`config.mk`:
```
export PLATFORM = sky130hd
export DESIGN_NAME = seq_comb_monitor
export DESIGN_NICKNAME = d
export VERILOG_FILES = /design/src/rtl/seq_comb_monitor.sv
export SDC_FILE = /design/constraint.sdc
export NUM_CORES = 1
export LEC_CHECK = 0
export ABC_AREA = 1
export CELL_PAD_IN_SITES_DETAIL_PLACEMENT = 1
export CELL_PAD_IN_SITES_GLOBAL_PLACEMENT = 1
export CORE_ASPECT_RATIO = 0.8
export CORE_MARGIN = 3
export CORE_UTILIZATION = 30
export CTS_BUF_LIST = sky130_fd_sc_hd__clkbuf_8
export DETAILED_ROUTE_END_ITERATION = 10
export DONT_BUFFER_PORTS = 1
export PLACE_DENSITY = 0.65
export SLEW_MARGIN = 20
export SYNTH_ARGS = -nofsm -noshare
export SYNTH_HDL_FRONTEND = slang
export SYNTH_SLANG_ARGS = --single-unit
```
`constraint.sdc`:
```
create_clock -name clk -period 3.2 [get_ports clk]
set_input_delay 0.32 -clock clk [delete_from_list [all_inputs] [get_ports clk]]
set_output_delay 0.32 -clock clk [all_outputs]
set_load 0.005 [all_outputs]
```
`src/rtl/seq_comb_monitor.sv`:
```
// Purpose: drives lanes through assign/always_comb copies and counts sampled 4-state disagreements over a window.
// Latency: copies zero-latency, first compare one cycle after entering RUN; no backpressure, start/ack ignored outside IDLE/DONE.
module seq_comb_monitor #(
  parameter int WIDTH    = 8,
  parameter int CHANNELS = 4,
  parameter int WINDOW   = 16,
  parameter int CNT_W    = 8,
  localparam int CH_W    = (CHANNELS > 1) ? $clog2(CHANNELS) : 1
) (
  input  logic                      clk,
  input  logic                      rst,
  input  logic                      start,
  input  logic                      ack,
  input  logic [CHANNELS*WIDTH-1:0] a,
  output logic [CHANNELS*WIDTH-1:0] out_cont,
  output logic [CHANNELS*WIDTH-1:0] out_proc,
  output logic                      busy,
  output logic                      done,
  output logic [CNT_W-1:0]          mismatch_cnt,
  output logic                      first_valid,
  output logic [CH_W-1:0]           first_ch
);

  localparam int WIN_W = (WINDOW > 1) ? $clog2(WINDOW) : 1;

  typedef enum logic [1:0] {IDLE, RUN, DONE} state_t;

  state_t                    state_q, state_d;
  logic [WIN_W-1:0]          win_q;
  logic                      primed_q;
  logic [CHANNELS*WIDTH-1:0] samp_c, samp_p;
  logic [CHANNELS-1:0]       lane_mis;
  logic                      any_mis;
  logic [CH_W-1:0]           low_ch;
  logic                      start_acc;
  logic                      last_cmp;

  assign out_cont = a;

  always_comb begin
    out_proc = a;
  end

  // Case-inequality so X/Z patterns only match when identical.
  always_comb begin
    lane_mis = '0;
    for (int i = 0; i < CHANNELS; i++) begin
      lane_mis[i] = (samp_c[i*WIDTH +: WIDTH] !== samp_p[i*WIDTH +: WIDTH]);
    end
  end

  always_comb begin
    low_ch = '0;
    for (int i = CHANNELS - 1; i >= 0; i--) begin
      if (lane_mis[i]) low_ch = CH_W'(i);
    end
  end

  assign any_mis  = |lane_mis;
  assign last_cmp = primed_q && (win_q == '0);

  always_comb begin
    state_d   = state_q;
    start_acc = 1'b0;
    busy      = 1'b0;
    done      = 1'b0;
    case (state_q)
      IDLE: begin
        if (start) begin
          start_acc = 1'b1;
          state_d   = RUN;
        end
      end
      RUN: begin
        busy = 1'b1;
        if (last_cmp) state_d = DONE;
      end
      DONE: begin
        done = 1'b1;
        if (ack) state_d = IDLE;
      end
      default: state_d = IDLE;
    endcase
  end

  always_ff @(posedge clk or posedge rst) begin
    if (rst) begin
      state_q      <= IDLE;
      win_q        <= '0;
      primed_q     <= 1'b0;
      samp_c       <= '0;
      samp_p       <= '0;
      mismatch_cnt <= '0;
      first_valid  <= 1'b0;
      first_ch     <= '0;
    end else begin
      state_q <= state_d;
      if (start_acc) begin
        mismatch_cnt <= '0;
        first_valid  <= 1'b0;
        first_ch     <= '0;
        win_q        <= WIN_W'(WINDOW - 1);
        primed_q     <= 1'b0;
      end
      if (state_q == RUN) begin
        samp_c   <= out_cont;
        samp_p   <= out_proc;
        primed_q <= 1'b1;
        // The first RUN edge only fills the sample pair; compares start after.
        if (primed_q) begin
          if (any_mis && (mismatch_cnt != '1)) mismatch_cnt <= mismatch_cnt + 1'b1;
          if (any_mis && !first_valid) begin
            first_valid <= 1'b1;
            first_ch    <= low_ch;
          end
          if (win_q != '0) win_q <= win_q - 1'b1;
        end
      end
    end
  end

endmodule
```
* Yosys cells after proc, flatten, opt, wreduce, memory -nomap -nowiden *
Cells that the tools add are included.

storage, ports and cells
  flip-flop bits (word level) = 7
  input bits = 36
  output and inout bits = 77

cells by class
  add/subtract/negate cells = 1
  equality and inequality tests = 5
  mux-type cells = 14
  reductions and logical operators = 6

operators by type and width
  operator                                                             count
  4-bit two-way mux                                                    4
  1-bit two-way mux                                                    6
  2-bit two-way mux                                                    3
  2-bit != test (second input constant)                                3
  2-bit case mux with 3 select lines                                   1
  4-bit zero test                                                      1
  4-bit nonzero test                                                   1
  4-bit by 1-bit subtractor with 4-bit output (second input constant)  1
  3-bit AND reduction                                                  1
  2-bit by 1-bit == test with 1-bit output (second input constant)     1
  2-bit == test (second input constant)                                1
  2-bit zero test                                                      1
  2-bit nonzero test                                                   1
  1-bit logical AND                                                    1

* Depth between registers and ports, before layout *
Gate-level depths: netlist (run 1).

  depth after elaboration = 6
  depth in mapped cells = 8

* Least setup slack after synthesis (run 1) *
OpenSTA, ideal clock, no wires.

  path kind = reg2reg
  from = reg win_q[0]
  to = reg win_q[0]
  library setup time = 113 ps
  arrival time = 992 ps
  required time = 3087 ps
  setup slack = 2095 ps
  cell stages (with the launch flop) = 9
  buffers on the path = 0
  path through = dfrtp_1 -> inv_1 -> ha_1 -> nand3_1 -> inv_1 -> nor2_2 -> nand2_1 -> nand2_1 -> inv_1

on the way
  cells in the longest elaborated chain, start to end = 4

ends and longest elaborated chain
  element                                                                    line  source
  start, declared                                                            29    logic [WIN_W-1:0] win_q;
  start signal, assigned                                                     102   win_q <= WIN_W'(WINDOW - 1);
  start signal, assigned                                                     116   if (win_q != '0) win_q <= win_q - 1'b1;
  4-bit by 1-bit subtractor with 4-bit output, or another cell as far along  116
  4-bit two-way mux                                                          116
  4-bit two-way mux                                                          110   if (primed_q) begin
  4-bit two-way mux (*)                                                      105   if (state_q == RUN) begin

Every way passes the cells marked *; elsewhere a longest branch is shown, timed or not.
A chain may end at the register's enable or synchronous reset.

* Final worst setup path (run 1) *
Ends and elaborated chain as after synthesis.

==> run_summary.xml, run 1 <==
<?xml version="1.0" encoding="UTF-8"?>
<metrics>
  <group name="clock_tree">
    <metric name="cts_resized" unit="">0</metric>
    <metric name="clk_latency" unit="ns">0.22</metric>
    <metric name="clock_tree_from_tritoncts" unit="">yes</metric>
    <metric name="cts-buffers-inserted" unit="">3</metric>
    <metric name="post-cts-setup-buffer-count" unit="">0</metric>
    <metric name="ctsHtreeMaxLevel" unit="">1</metric>
    <metric name="clk_path_buf_depth" unit="">2</metric>
    <metric name="clk_transition_reported_paths" unit="ns">0.04</metric>
    <metric name="cts.sink_count" unit="">7</metric>
    <metric name="clock-root-buffer" unit="">sky130_fd_sc_hd__clkbuf_8</metric>
  </group>
  <group name="critical_path">
    <metric name="crit_path_start" unit="">win_q[0]</metric>
    <metric name="worst_ep_required_time" unit="ns">3.32</metric>
    <metric name="reg2reg_depth" unit="">8</metric>
    <metric name="timing.critical_path.to" unit="">win_q[0]</metric>
    <metric name="worst-r2r-setup-slack" unit="ns">1.96</metric>
    <metric name="critical_path.cell_chain" unit="">inv_1 -&gt; ha_1 -&gt; nand3_1 -&gt; inv_1 -&gt; nor2_2 -&gt; nand2_1 -&gt; nand2_1 -&gt; inv_1</metric>
    <metric name="longest_individual_stage_delay_on_the_worst_path" unit="ns">0.37</metric>
    <metric name="cp_slowest_cell" unit="">sky130_fd_sc_hd__dfrtp_1</metric>
    <metric name="timing.critical_path.fanout_max" unit="">4</metric>
    <metric name="critical_path_class" unit="">reg2reg</metric>
    <metric name="r2r_start" unit="">win_q[0]</metric>
    <metric name="arrival" unit="ns">1.36</metric>
    <metric name="worst_setup_path_end_kind" unit="">flip-flop</metric>
    <metric name="cp-start-kind" unit="">flip-flop</metric>
    <metric name="r2r_end" unit="">win_q[0]</metric>
    <metric name="critical_path.most_common_cell" unit="">sky130_fd_sc_hd__inv_1</metric>
  </group>
  <group name="floorplan">
    <metric name="initial_core_util" unit="%">31.8</metric>
    <metric name="coreArea" unit="um2">3150</metric>
    <metric name="fp.dieW" unit="um">70.7</metric>
    <metric name="floorplan.io_pins" unit="">113</metric>
    <metric name="die_y" unit="um">57.7</metric>
    <metric name="fp-row-count" unit="">18</metric>
    <metric name="fp.dieArea" unit="um2">4080</metric>
  </group>
  <group name="placement">
    <metric name="placement.io_buffers" unit="">0</metric>
    <metric name="placed_cells_incl_taps" unit="">117</metric>
    <metric name="hpwlAfterDp" unit="mm">1.02</metric>
    <metric name="finalWeightedCongestion" unit="">0.769</metric>
  </group>
  <group name="final_layout">
    <metric name="num-nets-final" unit="">120</metric>
    <metric name="multi_input_gate_area" unit="um2">246</metric>
    <metric name="area_growth" unit="%">-41.9</metric>
    <metric name="utilization_after_layout" unit="%">18.5</metric>
    <metric name="drive_gt1_share" unit="%">11.0</metric>
    <metric name="layout.cells.most_common" unit="">sky130_fd_sc_hd__nand2_1</metric>
    <metric name="antenna_cells" unit="">0</metric>
    <metric name="fillCellCount" unit="">403</metric>
    <metric name="seq_area" unit="um2">175</metric>
    <metric name="final_cell_mix" unit="">sky130_fd_sc_hd__nand2_1 (22), sky130_fd_sc_hd__inv_1 (15), sky130_fd_sc_hd__conb_1 (11), sky130_fd_sc_hd__nor2_1 (7), sky130_fd_sc_hd__dfrtp_1 (7)</metric>
    <metric name="final_cell_count_no_fill" unit="">122</metric>
  </group>
  <group name="pwr">
    <metric name="power_density" unit="nW/um2">893</metric>
    <metric name="power.static_leakage" unit="nW">0.350</metric>
    <metric name="ir_drop" unit="mV">0.245</metric>
  </group>
  <group name="synth">
    <metric name="post_synth_instance_area" unit="um2">1000</metric>
    <metric name="post-synth-top-area-cell" unit="">sky130_fd_sc_hd__buf_4</metric>
    <metric name="post_synth_inst_count" unit="">142</metric>
    <metric name="synth_area_leaders" unit="">sky130_fd_sc_hd__buf_4 (56%), sky130_fd_sc_hd__dfrtp_1 (17%), sky130_fd_sc_hd__nand2_1 (8.2%), sky130_fd_sc_hd__inv_1 (5.2%), sky130_fd_sc_hd__nor2_1 (2.6%)</metric>
    <metric name="flip_flop_and_latch_count_after_synthesis" unit="">7</metric>
    <metric name="yosys.area.top_type_share" unit="%">56.1</metric>
    <metric name="synth_warnings" unit="">0</metric>
    <metric name="sequential_to_total_area_share_from_yosys_stat" unit="%">17.5</metric>
    <metric name="post_synth_num_cell_types" unit="">15</metric>
    <metric name="syn_area_cell" unit="um2">7.07</metric>
  </group>
  <group name="timing">
    <metric name="finalHoldViolations" unit="">0</metric>
    <metric name="rsz0062_at_grt" unit="">no</metric>
    <metric name="final_period_util" unit="%">38.7</metric>
    <metric name="finalSetupViolCount" unit="">0</metric>
    <metric name="timing.fmax" unit="MHz">808</metric>
    <metric name="setup_clock_skew_after_layout" unit="ns">0.000314</metric>
    <metric name="timing_max_transition_violations_final" unit="">0</metric>
    <metric name="fin_tns_setup" unit="ns">0</metric>
    <metric name="fin_crit" unit="ns">1.24</metric>
  </group>
  <group name="detailed_routing">
    <metric name="detail_route.first_pass.iterations" unit="">4</metric>
    <metric name="route.detailed.vias_per_inst" unit="">3.73</metric>
    <metric name="m1WireLength" unit="um">444</metric>
    <metric name="drtIter0Drc" unit="">9</metric>
    <metric name="wl" unit="mm">1.25</metric>
    <metric name="via_count" unit="">455</metric>
    <metric name="wl_met3" unit="um">166</metric>
    <metric name="routedWlPerCell" unit="um">10.2</metric>
    <metric name="maxUsedRoutingLayer" unit="">met4</metric>
    <metric name="dr_wl_met2" unit="um">591</metric>
    <metric name="antenna_violating_nets_post_route" unit="">0</metric>
    <metric name="route.detailed.drc" unit="">0</metric>
  </group>
  <group name="grt">
    <metric name="total_routing_resource_utilization_after_global_routing" unit="%">6.37</metric>
    <metric name="number_of_global_route_vias_before_repair" unit="">439</metric>
    <metric name="antenna_violations_before_repair" unit="">0</metric>
    <metric name="grt_pass1_wl" unit="mm">1.93</metric>
    <metric name="grt_overflow" unit="">0</metric>
    <metric name="grt_max_degree" unit="">8</metric>
  </group>
  <group name="min_path">
    <metric name="worst_hold_path_cells" unit="">2</metric>
    <metric name="holdCritPathClass" unit="">in2reg</metric>
    <metric name="hold_path_startpoint" unit="">start</metric>
  </group>
  <group name="flow_run">
    <metric name="max_cap_viol_count" unit="">0</metric>
  </group>
  <group name="status">
    <metric name="run_status" unit="">completed</metric>
  </group>
</metrics>
==> state kept, by name, indices dropped and copies added (netlist names) <==
register and count:
win_q 4, primed_q 1, state_q 2
==> timing repair <==
item                       CTS  global route
hold endpoints to repair     7             0
setup endpoints to repair    0             0
hold buffers                 1             0
==> worst min path at each step <==
stage | to | slack [ns]
2_1_floorplan | primed_q | 0.12
3_3_place_gp | win_q[0] | 0.17
3_5_place_dp | win_q[0] | 0.18
4_1_cts | state_q[0] | 0.27
5_1_grt | state_q[0] | 0.29
6_report | state_q[0] | 0.27
==> per-layer routing <==
| metal | GRT usage (%) | vias up |
|---|---|---|
| li1 | - | 214 |
| met1 | 6.11 | 201 |
| met2 | 9.20 | 31 |
| met3 | 4.68 | 9 |
| met4 | 5.36 | 0 |
| met5 | 0 | - |
==> cell type report <==
class                   instances  share of cell area (%)
inverters                      15                    9.66
flip-flops and latches          7                    30.0
clock inverters                 1                   0.644
repair buffers                  1                    1.72
clock buffers                   3                    7.08
multi-input cells              55                    42.3
well taps                      40                    8.58
==> cell families (layout without fill, tap and decap cells) <==
kind of cell | count (synthesis) | count (layout) | synth area share [%]
flops | 7 | 7 | 17.5
fa+ha+maj | 1 | 1 | 1.25
simple gates | 40 | 40 | 17.7
compound gates | 3 | 3 | 1.50
buf+inv | 90 | 20 | 61.7
other cells | 1 | 11 | 0.374
==> through the flow <==
step                      instance area, um2  setup WS (ns)  hold slack [ns]  total power, mW
final                                    583           1.96            0.268            0.521
after global routing                     583           1.89            0.287            0.584
after CTS                                583           1.96            0.268            0.533
after detailed placement                 528           1.97            0.180            0.405
after global placement                   528           2.03            0.167            0.394
after floorplan                         1040           2.10            0.123            0.424
==> critical path: cells and delay by family (launching register included) <==
family	cells	cell delay (ns)
flops	1	0.37
simple gates	4	0.37
fa+ha+maj	1	0.23
buf+inv	3	0.16
==> report_power, final <==
group | leakage (nW) | switching [mW] | internal, mW | total, mW
Sequential | 0.0793 | 0.0315 | 0.127 | 0.159
Clock | 0.0269 | 0.0365 | 0.0827 | 0.119
Combinational | 0.243 | 0.159 | 0.0837 | 0.243
==> Yosys cell counts <==
cell type	instances
sky130_fd_sc_hd__nand2_1	22
sky130_fd_sc_hd__o21ai_0	2
sky130_fd_sc_hd__a21oi_1	1
sky130_fd_sc_hd__conb_1	1
sky130_fd_sc_hd__buf_4	75
sky130_fd_sc_hd__nand2_2	2
sky130_fd_sc_hd__nor2_2	2
sky130_fd_sc_hd__dfrtp_1	7
sky130_fd_sc_hd__nand3b_1	1
sky130_fd_sc_hd__ha_1	1
sky130_fd_sc_hd__inv_1	14
sky130_fd_sc_hd__nor2_4	1
sky130_fd_sc_hd__nand3_1	5
sky130_fd_sc_hd__inv_2	1
sky130_fd_sc_hd__nor2_1	7
Power figures use the tool's default switching activity.
==> run 2: changes to the inputs <==
PLACE_DENSITY = 0.67   (was 0.65)
clock period = 1.13 ns   (was 3.2 ns; I/O delays follow)
==> run 2 against run 1 <==
- critical path depth shrank 5
- clock power grew to 2.9 times the previous value
- highest routed layer unchanged
- register-to-register slack lost 1.9 ns
- first-iteration DRC count shrank 44%
- combinational power grew to 4.2 times the previous value
- setup slack lost 1.9 ns
- non-clock buffer count grew 6
- die area is the same
==> run_summary.xml, run 2 (synthesis gave the netlist of run 1 again) <==
<?xml version="1.0" encoding="UTF-8"?>
<metrics>
  <group name="status">
    <metric name="run_status" unit="">completed</metric>
  </group>
  <group name="floorplan">
    <metric name="fp.dieW" unit="um">70.7</metric>
    <metric name="fp.dieArea" unit="um2">4080</metric>
    <metric name="floorplan.io_pins" unit="">113</metric>
    <metric name="coreArea" unit="um2">3150</metric>
    <metric name="die_y" unit="um">57.7</metric>
    <metric name="fp-row-count" unit="">18</metric>
    <metric name="initial_core_util" unit="%">31.8</metric>
  </group>
  <group name="clock_tree">
    <metric name="cts.sink_count" unit="">7</metric>
    <metric name="cts-buffers-inserted" unit="">3</metric>
    <metric name="clk_transition_reported_paths" unit="ns">0.04</metric>
    <metric name="ctsHtreeMaxLevel" unit="">1</metric>
    <metric name="clk_latency" unit="ns">0.23</metric>
    <metric name="clock_tree_from_tritoncts" unit="">yes</metric>
    <metric name="clock-root-buffer" unit="">sky130_fd_sc_hd__clkbuf_8</metric>
    <metric name="clk_path_buf_depth" unit="">2</metric>
  </group>
  <group name="detailed_routing">
    <metric name="antenna_violating_nets_post_route" unit="">0</metric>
    <metric name="route.detailed.drc" unit="">0</metric>
    <metric name="detail_route.first_pass.iterations" unit="">2</metric>
    <metric name="via_count" unit="">498</metric>
    <metric name="route.detailed.vias_per_inst" unit="">3.89</metric>
    <metric name="drtIter0Drc" unit="">5</metric>
    <metric name="routedWlPerCell" unit="um">11.5</metric>
    <metric name="wl" unit="mm">1.47</metric>
  </group>
  <group name="grt">
    <metric name="grt_overflow" unit="">0</metric>
    <metric name="total_routing_resource_utilization_after_global_routing" unit="%">7.26</metric>
    <metric name="grt_pass1_wl" unit="mm">2.27</metric>
    <metric name="number_of_global_route_vias_before_repair" unit="">542</metric>
    <metric name="grt_max_degree" unit="">8</metric>
    <metric name="antenna_violations_before_repair" unit="">0</metric>
  </group>
  <group name="final_layout">
    <metric name="layout.cells.most_common" unit="">sky130_fd_sc_hd__nand2_1</metric>
    <metric name="largest_registers" unit="">win_q (4), state_q (2), primed_q (1)</metric>
    <metric name="area_growth" unit="%">-33.3</metric>
    <metric name="utilization_after_layout" unit="%">21.2</metric>
    <metric name="num-nets-final" unit="">126</metric>
    <metric name="final_area" unit="um2">669</metric>
    <metric name="antenna_cells" unit="">0</metric>
    <metric name="final_cell_mix" unit="">sky130_fd_sc_hd__nand2_1 (20), sky130_fd_sc_hd__conb_1 (11), sky130_fd_sc_hd__inv_1 (10)</metric>
    <metric name="largest_register" unit="">win_q</metric>
    <metric name="max_reg_flops" unit="">4</metric>
    <metric name="drive_gt1_share" unit="%">30.7</metric>
  </group>
  <group name="flow_run">
    <metric name="max_cap_viol_count" unit="">0</metric>
  </group>
  <group name="critical_path">
    <metric name="worst_ep_required_time" unit="ns">1.02</metric>
    <metric name="critical_path.cell_chain" unit="">inv_2 -&gt; nor2_4 -&gt; buf_4</metric>
    <metric name="arrival" unit="ns">0.99</metric>
    <metric name="critical_path_class" unit="">reg2out</metric>
    <metric name="timing.critical_path.fanout_max" unit="">4</metric>
    <metric name="cp_num_buf_inv" unit="">2</metric>
    <metric name="worst_setup_path_end_kind" unit="">primary output</metric>
    <metric name="longest_individual_stage_delay_on_the_worst_path" unit="ns">0.45</metric>
    <metric name="cp-start-kind" unit="">flip-flop</metric>
    <metric name="timing.critical_path.max_delay_family" unit="">flip-flops</metric>
    <metric name="cp_slowest_cell" unit="">sky130_fd_sc_hd__dfrtp_1</metric>
  </group>
  <group name="pwr">
    <metric name="power.static_leakage" unit="nW">0.371</metric>
    <metric name="power_density" unit="nW/um2">2750</metric>
    <metric name="ir_drop" unit="mV">0.669</metric>
  </group>
  <group name="timing">
    <metric name="timing_max_transition_violations_final" unit="">0</metric>
    <metric name="setup_clock_skew_after_layout" unit="ns">0.00319</metric>
    <metric name="rsz0062_at_grt" unit="">yes</metric>
    <metric name="fin_crit" unit="ns">1.10</metric>
    <metric name="final_period_util" unit="%">97.3</metric>
    <metric name="finalHoldViolations" unit="">0</metric>
    <metric name="finalSetupViolCount" unit="">0</metric>
    <metric name="timing.fmax" unit="MHz">910</metric>
  </group>
  <group name="placement">
    <metric name="placement.io_buffers" unit="">0</metric>
    <metric name="finalWeightedCongestion" unit="">0.756</metric>
    <metric name="dpl-instance-area" unit="um2">551</metric>
    <metric name="hpwlAfterDp" unit="mm">1.06</metric>
  </group>
  <group name="min_path">
    <metric name="holdCritPathClass" unit="">in2reg</metric>
  </group>
</metrics>
-- run 2: final timing paths --
path                             from         end  slack [ns]  cells past startpoint
max                        state_q[0]        busy        0.03                      3
min reg2reg                  win_q[2]    win_q[2]        0.57                      2
max in group asynchronous         rst  state_q[1]        0.62                      2
min                             start  state_q[0]        0.08                      2
max reg2reg                  win_q[1]    win_q[0]        0.04                      7
min in group asynchronous         rst    win_q[3]        0.26                      2
-- run 2: metrics by stage --
stage                     hold WS (ns)  worst slack, ns  total power [mW]  TNS (ns)  instances
final                           0.0761           0.0311              1.84         0        128
after global routing            0.0806          -0.0504              2.02    -0.109        128
after CTS                       0.0635         0.000938              1.66         0        126
after detailed placement       -0.0354          -0.0181              1.23   -0.0385        120
after global placement         -0.0316          0.00410              1.19         0        120
after floorplan                -0.0836           0.0251              1.20         0        152
-- run 2: timing repair --
| action | 4_1_cts | 5_1_grt |
|---|---|---|
| gates resized for setup | 2 | 13 |
| hold endpoints to repair | 7 | 0 |
| pin swaps | 1 | 2 |
| setup buffers | 1 | 2 |
| hold buffers | 1 | 0 |
| endpoints found under the setup margin | 4 | 7 |
-- run 2: layout make-up --
cell class	instances	area, um2
multi-input combinational	55	287
clock inverter	1	3.75
fill	400	2480
inverter	15	56.3
tap	40	50.0
sequential	7	176
timing repair buffer	7	55.1
clock buffer	3	41.3
-- run 2: report_power, final --
| group | leakage, nW | switching (mW) | total, mW | internal [mW] |
|---|---|---|---|---|
| clock | 0.0269 | 0.114 | 0.349 | 0.235 |
| sequential | 0.0777 | 0.109 | 0.471 | 0.362 |
| combinational | 0.267 | 0.584 | 1.02 | 0.438 |
| total | 0.371 | 0.807 | 1.84 | 1.04 |
-- run 2: metal layers --
metal	track usage [%]	wire length, um	up-vias
li1	-	-	227
met1	6.01	502	225
met2	12.1	771	38
met3	4.85	146	8
met4	5.90	47	0
met5	0	0	-
==> run 3: changes to the inputs <==
SETUP_SLACK_MARGIN = 0.2   (was default)
==> run 3 against run 2 <==
- global-route usage is 0.22 points lower
- fmax is 3.4% higher
- non-clock buffer count down 1
- sequential share of layout area barely moved
- critical path type unchanged
- count of clock-buffer cells in the layout unchanged
- die area unchanged
- highest routed layer unchanged
- combinational power is 5% lower
- first-iteration DRC count shrank 100%
- register-to-register slack gained 0.03 ns
- via count increased by 0.40%
- power down 2.2%
==> run_summary.xml, run 3 (synthesis gave the netlist of run 1 again) <==
<?xml version="1.0" encoding="UTF-8"?>
<metrics>
  <group name="status">
    <metric name="run_status" unit="">completed</metric>
  </group>
  <group name="grt">
    <metric name="antenna_violations_before_repair" unit="">0</metric>
    <metric name="total_routing_resource_utilization_after_global_routing" unit="%">7.04</metric>
    <metric name="grt_overflow" unit="">0</metric>
    <metric name="use_met2" unit="%">10.1</metric>
    <metric name="grt_pass1_wl" unit="mm">2.21</metric>
    <metric name="top_usage_layer" unit="">met2</metric>
    <metric name="number_of_global_route_vias_before_repair" unit="">523</metric>
    <metric name="grt_use_met1" unit="%">6.97</metric>
    <metric name="grt_max_degree" unit="">8</metric>
    <metric name="globalRouteMet3Util" unit="%">4.16</metric>
  </group>
  <group name="flow_run">
    <metric name="max_cap_viol_count" unit="">0</metric>
  </group>
  <group name="detailed_routing">
    <metric name="drtIter0Drc" unit="">0</metric>
    <metric name="detail_route.first_pass.iterations" unit="">1</metric>
    <metric name="wl" unit="mm">1.36</metric>
    <metric name="via_count" unit="">500</metric>
    <metric name="route.detailed.drc" unit="">0</metric>
    <metric name="routedWlPerCell" unit="um">10.7</metric>
    <metric name="route.detailed.vias_per_inst" unit="">3.94</metric>
    <metric name="antenna_violating_nets_post_route" unit="">0</metric>
  </group>
  <group name="placement">
    <metric name="post-place-ws" unit="ns">-0.00787</metric>
    <metric name="finalWeightedCongestion" unit="">0.720</metric>
    <metric name="placement.io_buffers" unit="">0</metric>
    <metric name="hpwlAfterDp" unit="mm">1.02</metric>
  </group>
  <group name="floorplan">
    <metric name="floorplan.io_pins" unit="">113</metric>
    <metric name="fp.dieW" unit="um">70.7</metric>
    <metric name="die_y" unit="um">57.7</metric>
    <metric name="fp.dieArea" unit="um2">4080</metric>
    <metric name="coreArea" unit="um2">3150</metric>
    <metric name="fp-row-count" unit="">18</metric>
    <metric name="initial_core_util" unit="%">31.8</metric>
  </group>
  <group name="critical_path">
    <metric name="timing.critical_path.fanout_max" unit="">4</metric>
    <metric name="worst_setup_path_end_kind" unit="">primary output</metric>
    <metric name="arrival" unit="ns">0.95</metric>
    <metric name="critical_path_class" unit="">reg2out</metric>
    <metric name="cp-start-kind" unit="">flip-flop</metric>
    <metric name="worst_ep_required_time" unit="ns">1.02</metric>
    <metric name="reg2reg_depth" unit="">7</metric>
  </group>
  <group name="final_layout">
    <metric name="multi_input_gate_area" unit="um2">298</metric>
    <metric name="largest_register" unit="">win_q</metric>
    <metric name="fillCellCount" unit="">409</metric>
    <metric name="largest_registers" unit="">win_q (4), state_q (2), primed_q (1)</metric>
    <metric name="antenna_cells" unit="">0</metric>
    <metric name="area_growth" unit="%">-32.8</metric>
    <metric name="layout.cells.most_common" unit="">sky130_fd_sc_hd__nand2_1</metric>
    <metric name="max_reg_flops" unit="">4</metric>
    <metric name="drive_gt1_share" unit="%">34.5</metric>
    <metric name="final_cell_mix" unit="">sky130_fd_sc_hd__nand2_1 (21), sky130_fd_sc_hd__conb_1 (11), sky130_fd_sc_hd__inv_1 (9), sky130_fd_sc_hd__inv_2 (7)</metric>
    <metric name="seq_area" unit="um2">178</metric>
    <metric name="num-nets-final" unit="">125</metric>
  </group>
  <group name="timing">
    <metric name="worst_hold_slack" unit="ns">0.0609</metric>
    <metric name="timing_max_transition_violations_final" unit="">0</metric>
    <metric name="finalSetupViolCount" unit="">0</metric>
    <metric name="setup_clock_skew_after_layout" unit="ns">0.00484</metric>
    <metric name="post-route-worst-setup-slack" unit="ns">0.0673</metric>
    <metric name="rsz0062_at_grt" unit="">yes</metric>
    <metric name="final_period_util" unit="%">94.0</metric>
    <metric name="finalHoldViolations" unit="">0</metric>
    <metric name="timing.fmax" unit="MHz">941</metric>
    <metric name="fin_crit" unit="ns">1.06</metric>
  </group>
  <group name="clock_tree">
    <metric name="clk_path_buf_depth" unit="">2</metric>
    <metric name="ctsHtreeMaxLevel" unit="">1</metric>
    <metric name="clk_latency" unit="ns">0.23</metric>
    <metric name="clk_transition_reported_paths" unit="ns">0.04</metric>
    <metric name="cts.sink_count" unit="">7</metric>
    <metric name="cts-buffers-inserted" unit="">3</metric>
    <metric name="clock-root-buffer" unit="">sky130_fd_sc_hd__clkbuf_8</metric>
    <metric name="clock_tree_from_tritoncts" unit="">yes</metric>
  </group>
  <group name="pwr">
    <metric name="ir_drop" unit="mV">1.09</metric>
    <metric name="power_density" unit="nW/um2">2670</metric>
    <metric name="power.static_leakage" unit="nW">0.363</metric>
  </group>
  <group name="min_path">
    <metric name="holdCritPathClass" unit="">in2reg</metric>
    <metric name="worst_hold_path_cells" unit="">2</metric>
  </group>
</metrics>
==> run 3: report_power, final <==
group	total [mW]	leakage (nW)	internal [mW]	switching, mW
clock network	0.356	0.0269	0.236	0.120
registers	0.474	0.0770	0.365	0.108
logic	0.973	0.259	0.410	0.563
==> run 3: worst max-delay path: stages, from the launching register on <==
cell	delay, ns
sky130_fd_sc_hd__dfrtp_2	0.44
sky130_fd_sc_hd__inv_2	0.10
sky130_fd_sc_hd__nor2_4	0.04
sky130_fd_sc_hd__buf_4	0.14
==> run 3: through the flow <==
stage / power (mW) / instances / setup TNS [ns] / area (um2) / util, %
after detailed placement: 1.22 / 119 / -0.0104 / 551 / 17.5
after floorplan: 1.22 / 152 / 0 / 1050 / -
final: 1.80 / 127 / 0 / 674 / 21.4
after global routing: 1.99 / 127 / -0.0266 / 674 / 21.4
after CTS: 1.80 / 126 / 0 / 658 / 20.9
after global placement: 1.19 / 119 / 0 / 551 / 17.5
==> run 3: worst paths after layout <==
kind                                 start         end  slack [ns]
worst max-delay path            state_q[0]        busy        0.07
worst min-delay path                 start  state_q[0]        0.06
worst max register to register  state_q[1]    win_q[1]        0.07
worst min register to register    win_q[2]    win_q[2]        0.57
max in group asynchronous              rst  state_q[1]        0.62
min in group asynchronous              rst    win_q[2]        0.26
==> run 3: repair_timing <==
| action | 4_1_cts | 5_1_grt |
|---|---|---|
| hold buffers | 1 | 0 |
| setup buffers | 2 | 1 |
| resized for setup | 16 | 3 |
| pin swaps | 5 | 2 |
| hold endpoints to repair | 7 | 0 |
| endpoints found under the setup margin | 9 | 9 |
==> run 3: area by class of cell <==
cell class	count	share of cell area, %
Clock buffer	3	6.12
Clock inverter	1	0.557
Inverter	15	8.35
Multi-Input combinational cell	55	44.2
Sequential cell	7	26.3
Tap cell	40	7.42
Timing Repair Buffer	6	7.05
==> run 3: metal layers <==
layer | routed length, um | vias to the layer above
li1 | - | 224
met1 | 498 | 236
met2 | 634 | 28
met3 | 169 | 12
met4 | 54 | 0
met5 | 0 | -
